File: src/rtl/if_unit_pkg.sv
// -----------------------------------------------------------------------------
// if_unit_pkg -- shared control encodings (ctrl_encode_def) for the fetch unit.
//
// Holds the next-PC operation codes produced by the control unit, the fetch
// FSM state encoding and the reset vector. Imported by if_unit and npc_calc;
// nothing here is redefined locally in those files.
// -----------------------------------------------------------------------------
package if_unit_pkg;

    // Fetch FSM states
    typedef enum logic [1:0] {
        ST_FETCH  = 2'd0,
        ST_DECODE = 2'd1,
        ST_HALT   = 2'd2
    } if_state_e;

    // Address the PC takes on reset
    localparam logic [31:0] RESET_VECTOR = 32'h0000_3000;

    // Next-PC operation codes (npc_op). Codes 4'hA..4'hF are unassigned and
    // behave as NPC_PLUS4.
    localparam logic [3:0] NPC_NOP   = 4'h0;
    localparam logic [3:0] NPC_PLUS4 = 4'h1;
    localparam logic [3:0] NPC_JUMP  = 4'h2;
    localparam logic [3:0] NPC_JUMPR = 4'h3;
    localparam logic [3:0] NPC_BEQ   = 4'h4;
    localparam logic [3:0] NPC_BNE   = 4'h5;
    localparam logic [3:0] NPC_BGTZ  = 4'h6;
    localparam logic [3:0] NPC_BLEZ  = 4'h7;
    localparam logic [3:0] NPC_BLTZ  = 4'h8;
    localparam logic [3:0] NPC_BGEZ  = 4'h9;

endpackage

File: src/rtl/if_unit_npc.sv
// -----------------------------------------------------------------------------
// npc_calc -- combinational next-PC / branch evaluation.
//
// Ports:
//   pc_i       current instruction address
//   instr_i    current instruction word (imm16 = [15:0], index26 = [25:0])
//   npc_op_i   next-PC operation code (NPC_* encodings)
//   rs_data_i  GPR[rs], branch compare operand and jump-register target
//   rt_data_i  GPR[rt], second operand for BEQ/BNE
//   next_pc_o  raw next PC (alignment is handled by the caller)
//
// No delay slot: every target is relative to pc+4 of the current instruction.
// All arithmetic wraps modulo 2^32.
// -----------------------------------------------------------------------------
module npc_calc
    import if_unit_pkg::*;
(
    input  logic [31:0] pc_i,
    input  logic [31:0] instr_i,
    input  logic [3:0]  npc_op_i,
    input  logic [31:0] rs_data_i,
    input  logic [31:0] rt_data_i,
    output logic [31:0] next_pc_o
);

    logic        [31:0] pc4;
    logic        [31:0] br_target;
    logic        [31:0] jump_target;
    logic signed [31:0] rs_s;
    logic signed [31:0] rt_s;
    logic               taken;

    // The opcode bits are decoded by the control unit, not here.
    logic unused_instr_hi;
    assign unused_instr_hi = ^instr_i[31:26];

    assign rs_s        = rs_data_i;
    assign rt_s        = rt_data_i;
    assign pc4         = pc_i + 32'd4;
    assign br_target   = pc4 + {{14{instr_i[15]}}, instr_i[15:0], 2'b00};
    assign jump_target = {pc4[31:28], instr_i[25:0], 2'b00};

    always_comb begin
        taken     = 1'b0;
        next_pc_o = pc4;
        case (npc_op_i)
            NPC_JUMP:  next_pc_o = jump_target;
            NPC_JUMPR: next_pc_o = rs_data_i;
            NPC_BEQ:   taken = (rs_s == rt_s);
            NPC_BNE:   taken = (rs_s != rt_s);
            NPC_BGTZ:  taken = (rs_s >  32'sd0);
            NPC_BLEZ:  taken = (rs_s <= 32'sd0);
            NPC_BLTZ:  taken = (rs_s <  32'sd0);
            NPC_BGEZ:  taken = (rs_s >= 32'sd0);
            default:   next_pc_o = pc4;   // PLUS4, NOP and unassigned codes
        endcase
        if (taken) begin
            next_pc_o = br_target;
        end
    end

endmodule

File: src/rtl/if_unit.sv
// -----------------------------------------------------------------------------
// if_unit -- instruction fetch unit (FETCH / DECODE / HALT).
//
// Ports:
//   clk, rst      clock and synchronous active-high reset
//   imem_req      instruction-memory read request (asserted in FETCH)
//   imem_addr     fetch byte address, always equal to pc
//   imem_ack      imem_rdata is valid this cycle
//   imem_rdata    fetched instruction word
//   instr         instruction register feeding decode/control
//   instr_valid   instr is decodable (asserted in DECODE)
//   pc, pc4       address of instr and pc+4 (link address)
//   npc_op        next-PC code from the control unit
//   rs_data       GPR[rs], rt_data GPR[rt]
//   stall         hold the current instruction in DECODE
//   halted        unit is in HALT (absorbing until rst)
//
// Configuration macro IF_ALIGN_CHECK_EN:
//   defined   -> a misaligned next PC (only reachable via JUMPR) loads pc with
//                the offending address and halts.
//   undefined -> the low two bits of the next PC are cleared and fetch goes on.
// -----------------------------------------------------------------------------
module if_unit
    import if_unit_pkg::*;
(
    input  logic        clk,
    input  logic        rst,
    output logic        imem_req,
    output logic [31:0] imem_addr,
    input  logic        imem_ack,
    input  logic [31:0] imem_rdata,
    output logic [31:0] instr,
    output logic        instr_valid,
    output logic [31:0] pc,
    output logic [31:0] pc4,
    input  logic [3:0]  npc_op,
    input  logic [31:0] rs_data,
    input  logic [31:0] rt_data,
    input  logic        stall,
    output logic        halted
);

    if_state_e   state_q;
    logic [31:0] pc_q;
    logic [31:0] instr_q;
    logic [31:0] npc_raw;
    logic [31:0] npc_d;
    logic        misalign;

    npc_calc u_npc_calc (
        .pc_i      (pc_q),
        .instr_i   (instr_q),
        .npc_op_i  (npc_op),
        .rs_data_i (rs_data),
        .rt_data_i (rt_data),
        .next_pc_o (npc_raw)
    );

`ifdef IF_ALIGN_CHECK_EN
    assign npc_d    = npc_raw;
    assign misalign = |npc_raw[1:0];
`else
    assign npc_d    = {npc_raw[31:2], 2'b00};
    assign misalign = 1'b0;
`endif

    always_ff @(posedge clk) begin
        if (rst) begin
            // Abandons any outstanding fetch; an ack in this cycle is dropped.
            state_q <= ST_FETCH;
            pc_q    <= RESET_VECTOR;
            instr_q <= 32'h0000_0000;
        end else begin
            case (state_q)
                ST_FETCH: begin
                    if (imem_ack) begin
                        instr_q <= imem_rdata;
                        state_q <= ST_DECODE;
                    end
                end
                ST_DECODE: begin
                    if (!stall) begin
                        if (npc_op == NPC_NOP) begin
                            state_q <= ST_HALT;   // pc stays on the NOP-halt instruction
                        end else begin
                            pc_q    <= npc_d;
                            state_q <= misalign ? ST_HALT : ST_FETCH;
                        end
                    end
                end
                ST_HALT: begin
                    state_q <= ST_HALT;
                end
                default: begin
                    state_q <= ST_FETCH;
                end
            endcase
        end
    end

    // Outputs are straight decodes of the state register.
    assign imem_req    = (state_q == ST_FETCH);
    assign instr_valid = (state_q == ST_DECODE);
    assign halted      = (state_q == ST_HALT);
    assign imem_addr   = pc_q;
    assign pc          = pc_q;
    assign pc4         = pc_q + 32'd4;
    assign instr       = instr_q;

endmodule

File: config.mk
export PLATFORM = sky130hd
export DESIGN_NAME = if_unit
export DESIGN_NICKNAME = d
export VERILOG_FILES = /design/src/rtl/if_unit_pkg.sv /design/src/rtl/if_unit_npc.sv /design/src/rtl/if_unit.sv
export SDC_FILE = /design/constraint.sdc
export NUM_CORES = 1
export LEC_CHECK = 0
export BUFFER_PORTS_ARGS = -buffer_cell sky130_fd_sc_hd__buf_2
export CAP_MARGIN = 20
export CELL_PAD_IN_SITES_DETAIL_PLACEMENT = 0
export CELL_PAD_IN_SITES_GLOBAL_PLACEMENT = 2
export CORE_MARGIN = 1
export CORE_UTILIZATION = 29
export DETAILED_ROUTE_END_ITERATION = 6
export GPL_TIMING_DRIVEN = 1
export PLACE_DENSITY_LB_ADDON = 0.15
export SLEW_MARGIN = 20
export SYNTH_ARGS = -nofsm -noshare
export SYNTH_HDL_FRONTEND = slang
export SYNTH_SLANG_ARGS = --single-unit
File: constraint.sdc
create_clock -name clk -period 10.9 [get_ports clk]
set_input_delay 1.09 -clock clk [delete_from_list [all_inputs] [get_ports clk]]
set_output_delay 1.09 -clock clk [all_outputs]
set_load 0.02 [all_outputs]
==> impl_metrics.toml, run 1 <==
[run_status]
outcome = "finished, final reports clean"

[yosys]
synthXorXnorAreaFrac_pct = 12.2
synth_area_leaders = "dfxtp_1, nand2_1, ha_1"
synthAdderAreaFrac_pct = 7.74
post-synth-top-count-cell = "nand2_1"
synth_commonest_cells = "nand2_1, a21oi_1, dfxtp_1, nor2_1, xor2_1"
seq_area_frac_synth_pct = 21.1
synth-edff-count = 0
ys_ff_latch = 64
synth_ff_type = "dfxtp_1"
yosysTopAreaCell = "dfxtp_1"
netlist_instances = 813
synth_top_cell_area_share_pct = 21.1
syn_area_sq_um = 6080
muxShareOfSynthArea_pct = 6.79
synth_cell_types = 63
synth_warnings = 0
synth-compound-area-share_pct = 22.0
async_reset_ff_share_pct = 0
synth_top_family_by_area = "simple AND/OR/NAND/NOR gates"
synthSimpleGateAreaFrac_pct = 22.0
avgSynthCellArea_sq_um = 7.48

[sta]
drv_slew = 0
tightest_slew_ns = 1.02
tns_ns = 0
max_freq_mhz = 227
setup_viol = 0
finalHoldViolations = 0
rsz0062_at_grt = "no"
finalCriticalPeriod_ns = 4.41
max_slew_margin_pct = 32.0
finalCritPeriodShare_pct = 40.5
layout_setup_ws_ns = 6.49
skew_ns = 0.0152

[clock_network]
clk_pin_slew_ns = 0.06
cts.sinks = 64
cts_tree = "yes"
postCtsSetupRepairBufs = 0
cts-root-buf = "clkbuf_16"
insertion_delay_ns = 0.35
cts_hold_buf = 0
cts_repair_resize_count = 0
clock_path_buffers = 2
cts_buffers = 9
htree_levels = 3

[grt]
overflow = 0
grt_first_pass_wirelength_mm = 38.8
antenna_found_initial = 1
track_usage_pct = 23.9
first_global_vias = 6334
grt_max_degree = 49

[floorplan]
die-width_um = 147
dieArea_sq_um = 21600
initial_core_util_pct = 29.8
ioPinCount = 235
fp.dieH_um = 147
coreArea_sq_um = 20400
num_rows = 52

[hold_path]
timing.hold.worst.class = "reg2reg"

[critical_path]
worstPathArrival_ns = 4.67
critical_path.top_delay_family = "simple AND/OR/NAND/NOR gates"
critPathRequiredTime_ns = 11.16
crit_path_start_kind = "flop"
slowest_delay_ns = 0.51
cp_cell_sequence = "ha_1 -> and2_1 -> nand4_1 -> nor3_1 -> nand2_1 -> xnor2_1 -> ha_1 -> nand2_1 -> o21ai_1 -> inv_1 -> and4_1 -> o41ai_1 -> xnor2_1 -> o211a_1 -> o32ai_1"
critPathKind = "reg2reg"
crit_fanout = 9
crit_slowest_cell = "nor3_1"
cp-end-kind = "flop"
critPathBufInv = 1

[power_and_ir_drop]
ir_drop_mv = 0.0767
p_leak_nw = 3.57
switching_share_pct = 36.1
seqPwrFrac_pct = 31.4
total_power_w = 0.000852
switchingPower_w = 0.000308
clockPowerShare_pct = 39.4
internal_power_w = 0.000544
power_density_nw_per_um2 = 113
combinationalPowerShare_pct = 29.2

[drt]
wirelength_mm = 25.8
firstDrtPassIters = 5
vias = 6496
postRouteAntennaNets = 0
first_iter_violations = 288
dr_wl_met2_mm = 11.5
detail_route.vias_per_cell = 5.12
met1_length_mm = 12.1
drc = 0
wl_met3_mm = 1.83
top_layer_used = "met5"
avgRoutedWirePerCell_um = 20.4

[layout]
drive_above_1_share_pct = 26.3
nets = 1134
regArea_sq_um = 1280
area_growth_pct = 24.1
finalInstanceArea_sq_um = 7550
multi_input_area_sq_um = 4330
final_cells = 1268
fillers = 2296
antenna_cells = 0

[run]
drv_cap = 0

[placement]
placedCellCount = 1252
place_hpwl_mm = 20.7
port_buffers = 228
globalplace.congestion = 0.862
place_ws_ns = 6.48
place_area_sq_um = 7220
-- cell families (layout without fill, tap and decap cells) --
logic type	after synthesis	count (layout)
AOI/OAI and AO/OA	210	210
adders and majority gates	37	37
xor gates and xnor gates	85	85
DFF	64	64
and+or+nand+nor	285	285
other	1	6
muxes	41	41
buffers and inverters	90	270
-- final timing paths --
kind	to	slack (ns)	cells past startpoint	from
max	imem_addr[31]	6.49	15	imem_addr[2]
min reg2reg	instr[27]	0.45	2	instr[27]
min	instr[27]	0.45	2	instr[27]
max reg2reg	imem_addr[31]	6.49	15	imem_addr[2]
-- layer usage --
| layer | vias up | track usage [%] |
|---|---|---|
| met4 | 2 | 5.26 |
| met1 | 2992 | 33.1 |
| li1 | 3237 | - |
| met5 | - | 0 |
| met3 | 23 | 4.97 |
| met2 | 242 | 37.7 |
-- metrics by stage --
step | util, % | hold slack [ns]
after floorplan | - | 0.535
after global placement | 35.3 | 0.440
after detailed placement | 35.3 | 0.446
after CTS | 36.9 | 0.455
after global routing | 36.9 | 0.471
final | 36.9 | 0.452
-- registers in the layout (all words and copies together) (netlist names) --
signal     cells
state_q        2
instr         32
imem_addr     30
-- cell type report --
class / count / share of cell area, %
multi-input combinational: 664 / 57.4
sequential: 64 / 17.0
timing repair buffer: 236 / 15.9
tap: 270 / 4.48
clock buffer: 10 / 3.17
clock inverter: 6 / 1.23
inverter: 18 / 0.895
-- layout by cell type, fill, tap and decap left out, drive strengths merged, types with 6 or more instances in the layout --
master | Yosys | layout
a31oi | 13 | 13
ha | 36 | 36
nor2 | 50 | 50
nand2b | 7 | 7
nor4 | 22 | 22
nor3 | 9 | 9
buf | 43 | 236
o211ai | 15 | 15
conb | 1 | 6
o21ai | 34 | 34
dfxtp | 64 | 64
inv | 18 | 18
xor2 | 47 | 47
a21oi | 80 | 80
nand2 | 131 | 131
xnor2 | 38 | 38
nand4 | 14 | 14
mux2i | 39 | 39
nand3 | 20 | 20
nor2b | 6 | 6
clkbuf | 29 | 10
a21o | 13 | 13
a211oi | 14 | 14
and2 | 8 | 8
-- power groups by stage --
| stage | registers (W) | clock network (W) | logic [W] |
|---|---|---|---|
| after floorplan | 0.000282 | 0 | 0.000150 |
| after global placement | 0.000272 | 0 | 0.000251 |
| after detailed placement | 0.000273 | 0 | 0.000249 |
| after CTS | 0.000267 | 0.000342 | 0.000250 |
| after global routing | 0.000270 | 0.000350 | 0.000272 |
| final | 0.000267 | 0.000336 | 0.000249 |
-- worst min-delay path, stage by stage, from the launching register on --
cell and delay [ns]:
dfxtp_1 0.31, nand2_1 0.05, a21oi_1 0.05
(Power assumes the default switching activity.)
==> run 2: changes to the inputs <==
--- a/config.mk
+++ b/config.mk
@@ -5,12 +5,13 @@
 export SDC_FILE = /design/constraint.sdc
 export NUM_CORES = 1
 export LEC_CHECK = 0
+export ABC_AREA = 1
 export BUFFER_PORTS_ARGS = -buffer_cell sky130_fd_sc_hd__buf_2
 export CAP_MARGIN = 20
 export CELL_PAD_IN_SITES_DETAIL_PLACEMENT = 0
 export CELL_PAD_IN_SITES_GLOBAL_PLACEMENT = 2
 export CORE_MARGIN = 1
-export CORE_UTILIZATION = 29
+export CORE_UTILIZATION = 26
 export DETAILED_ROUTE_END_ITERATION = 6
 export GPL_TIMING_DRIVEN = 1
 export PLACE_DENSITY_LB_ADDON = 0.15
==> constraint.sdc (replaced) <==
create_clock -name clk -period 4.4 [get_ports clk]
set_input_delay 0.44 -clock clk [delete_from_list [all_inputs] [get_ports clk]]
set_output_delay 0.44 -clock clk [all_outputs]
set_load 0.02 [all_outputs]
==> run 2 against run 1 <==
Compared with the run above:
- die area increased by 36%
- largest cell class unchanged
- critical path depth increased by 5
- highest routed layer is now met4
- global-route usage increased by 0.38 points
- via count increased by 33%
- total power increased to 2.9 times the previous value
- hold slack got worse by 0.12 ns
- first-iteration DRC count increased by 110%
- sequential power increased to 2.6 times the previous value
- clock power increased to 2.5 times the previous value
==> impl_metrics.toml, run 2 <==
[run_status]
outcome = "finished, final reports clean"

[power_and_ir_drop]
internal_power_w = 0.00143
ir_drop_mv = 0.174
total_power_w = 0.00243
p_leak_nw = 4.91
switching_share_pct = 41.1
seqPwrFrac_pct = 28.8
power_density_nw_per_um2 = 268
combinationalPowerShare_pct = 36.7
clockPowerShare_pct = 34.5
switchingPower_w = 0.000999

[yosys]
avgSynthCellArea_sq_um = 5.65
synth_top_cell_area_share_pct = 23.8
synth_cell_types = 51
ys_ff_latch = 64
synth_ff_type = "dfxtp_1"
post-synth-top-count-cell = "nand2_1"
seq_area_frac_synth_pct = 17.2
async_reset_ff_share_pct = 0
syn_area_sq_um = 7440
synth-edff-count = 0
synth_warnings = 0
synth_commonest_cells = "nand2_1, inv_1, nor2_1, nand3_1, a21oi_1"
synth_area_leaders = "nand2_1, dfxtp_1, inv_1"
netlist_instances = 1318
yosysTopAreaCell = "nand2_1"

[sta]
max_slew_margin_pct = 36.7
finalHoldViolations = 0
setup_viol = 0
layout_setup_ws_ns = 0.626
hold_slack_ns = 0.331
finalCritPeriodShare_pct = 85.8
tightest_slew_ns = 0.950
skew_ns = 0.0163
drv_slew = 0
rsz0062_at_grt = "no"
max_freq_mhz = 265
finalCriticalPeriod_ns = 3.77
tns_ns = 0

[floorplan]
coreArea_sq_um = 27900
dieArea_sq_um = 29300
fp.dieH_um = 171
die-width_um = 171
ioPinCount = 235
initial_core_util_pct = 26.6
num_rows = 61

[grt]
track_usage_pct = 24.2
grt_first_pass_wirelength_mm = 52.1
grt_max_degree = 45
antenna_found_initial = 0
overflow = 0
first_global_vias = 8416

[drt]
avgRoutedWirePerCell_um = 18.5
vias = 8660
postRouteAntennaNets = 0
first_iter_violations = 595
wirelength_mm = 35.1
drc = 0
firstDrtPassIters = 5
detail_route.vias_per_cell = 4.57

[critical_path]
cp-startpoint = "imem_addr[2]"
rr_worst_depth = 20
r2r-end = "imem_addr[28]"
crit_fanout = 7
worstPathArrival_ns = 3.96
crit_path_start_kind = "flop"
crit_cells = 20
r2r_start = "imem_addr[2]"
critPathBufInv = 4
cpMostUsedCell = "nand2_1"
cp-end-kind = "flop"
critPathKind = "reg2reg"
worst-r2r-setup-slack_ns = 0.63
critPathRequiredTime_ns = 4.59
critical_path.top_delay_family = "simple AND/OR/NAND/NOR gates"
worstSetupEndpoint = "imem_addr[28]"
cp_cell_sequence = "ha_1 -> nand2_1 -> inv_1 -> nand2_1 -> inv_1 -> nand2_1 -> xor2_1 -> ha_1 -> nand2_1 -> inv_1 -> a21oi_1 -> nand3_1 -> nand2_1 -> nand3b_1 -> nand2_1 -> nand2_1 -> inv_1 -> nand2_1 -> nand3_1 -> a21oi_1"
crit_slowest_cell = "dfxtp_1"
slowest_delay_ns = 0.45

[placement]
port_buffers = 228
globalplace.congestion = 0.918
place_ws_ns = 0.613
place_hpwl_mm = 29.1

[clock_network]
clk_pin_slew_ns = 0.07
cts-root-buf = "clkbuf_16"
postCtsSetupRepairBufs = 0
cts.sinks = 64
clock_path_buffers = 2
cts_buffers = 9
cts_hold_buf = 0
cts_tree = "yes"
cts_repair_resize_count = 0
htree_levels = 3
insertion_delay_ns = 0.35

[layout]
largest_reg_flops = 32
layout_commonest_cell = "nand2_1"
antenna_cells = 0
drive_above_1_share_pct = 20.1
nets = 1654
mostFrequentLayoutCells = "nand2_1, buf_2, inv_1"
area_growth_pct = 21.9

[hold_path]
timing.hold.worst.class = "in2reg"

[run]
drv_cap = 0
## run 2: worst min-delay path by stage
stage	startpoint	to	cells after the start
floorplan	instr[26]	instr[26]	2
global placement	instr[31]	instr[31]	2
detailed placement	instr[31]	instr[31]	2
CTS	imem_rdata[14]	instr[14]	3
global route	imem_rdata[6]	instr[6]	3
finish	imem_rdata[6]	instr[6]	3
## run 2: power groups by stage
| stage | combinational (W) | sequential [W] | clock (W) |
|---|---|---|---|
| finish | 0.000893 | 0.000700 | 0.000840 |
| global route | 0.000987 | 0.000708 | 0.000881 |
| CTS | 0.000903 | 0.000700 | 0.000850 |
| detailed placement | 0.000899 | 0.000713 | 0 |
| global placement | 0.000904 | 0.000712 | 0 |
| floorplan | 0.000519 | 0.000752 | 0 |
## run 2: cell type report
cell class	count	area, sq um
Fill cell	3316	18900
Tap cell	378	473
Timing Repair Buffer	245	1270
Multi-Input combinational cell	989	4960
Inverter	204	766
Clock inverter	5	80.1
Sequential cell	64	1280
Clock buffer	11	243
## run 2: metal layers
layer	share of wire, %	wire [um]	GRT usage, %	vias to the layer above
li1	-	-	-	4453
met1	47	16600	32.9	3897
met2	45	15700	39.4	280
met3	6.1	2150	4.33	30
met4	1.9	656	5.98	0
met5	0	0	0	-
## run 2: metrics by stage
step | cells | util (%) | area, sq um
floorplan | 1323 | - | 7460
global placement | 1880 | 31.3 | 8750
detailed placement | 1880 | 31.3 | 8750
CTS | 1896 | 32.5 | 9070
global route | 1896 | 32.5 | 9070
finish | 1896 | 32.5 | 9070
## run 2: cells by family (layout without fill, tap and decap cells)
kind of cell               count (synthesis)  in the layout  share of synthesized area (%)
AOI/OAI and AO/OA                        139            139                           10.7
other                                      1              6                         0.0504
DFF                                       64             64                           17.2
buffers and inverters                    270            465                           16.4
xor gates and xnor gates                  51             51                           6.20
and+or+nand+nor                          756            756                           43.1
adders and majority gates                 37             37                           6.32
## run 2: worst min-delay path, delay by kind of cell
family	cells	cell delay (ns)
buffers and inverters	1	0.09
and+or+nand+nor	1	0.05
AOI/OAI and AO/OA	1	0.05
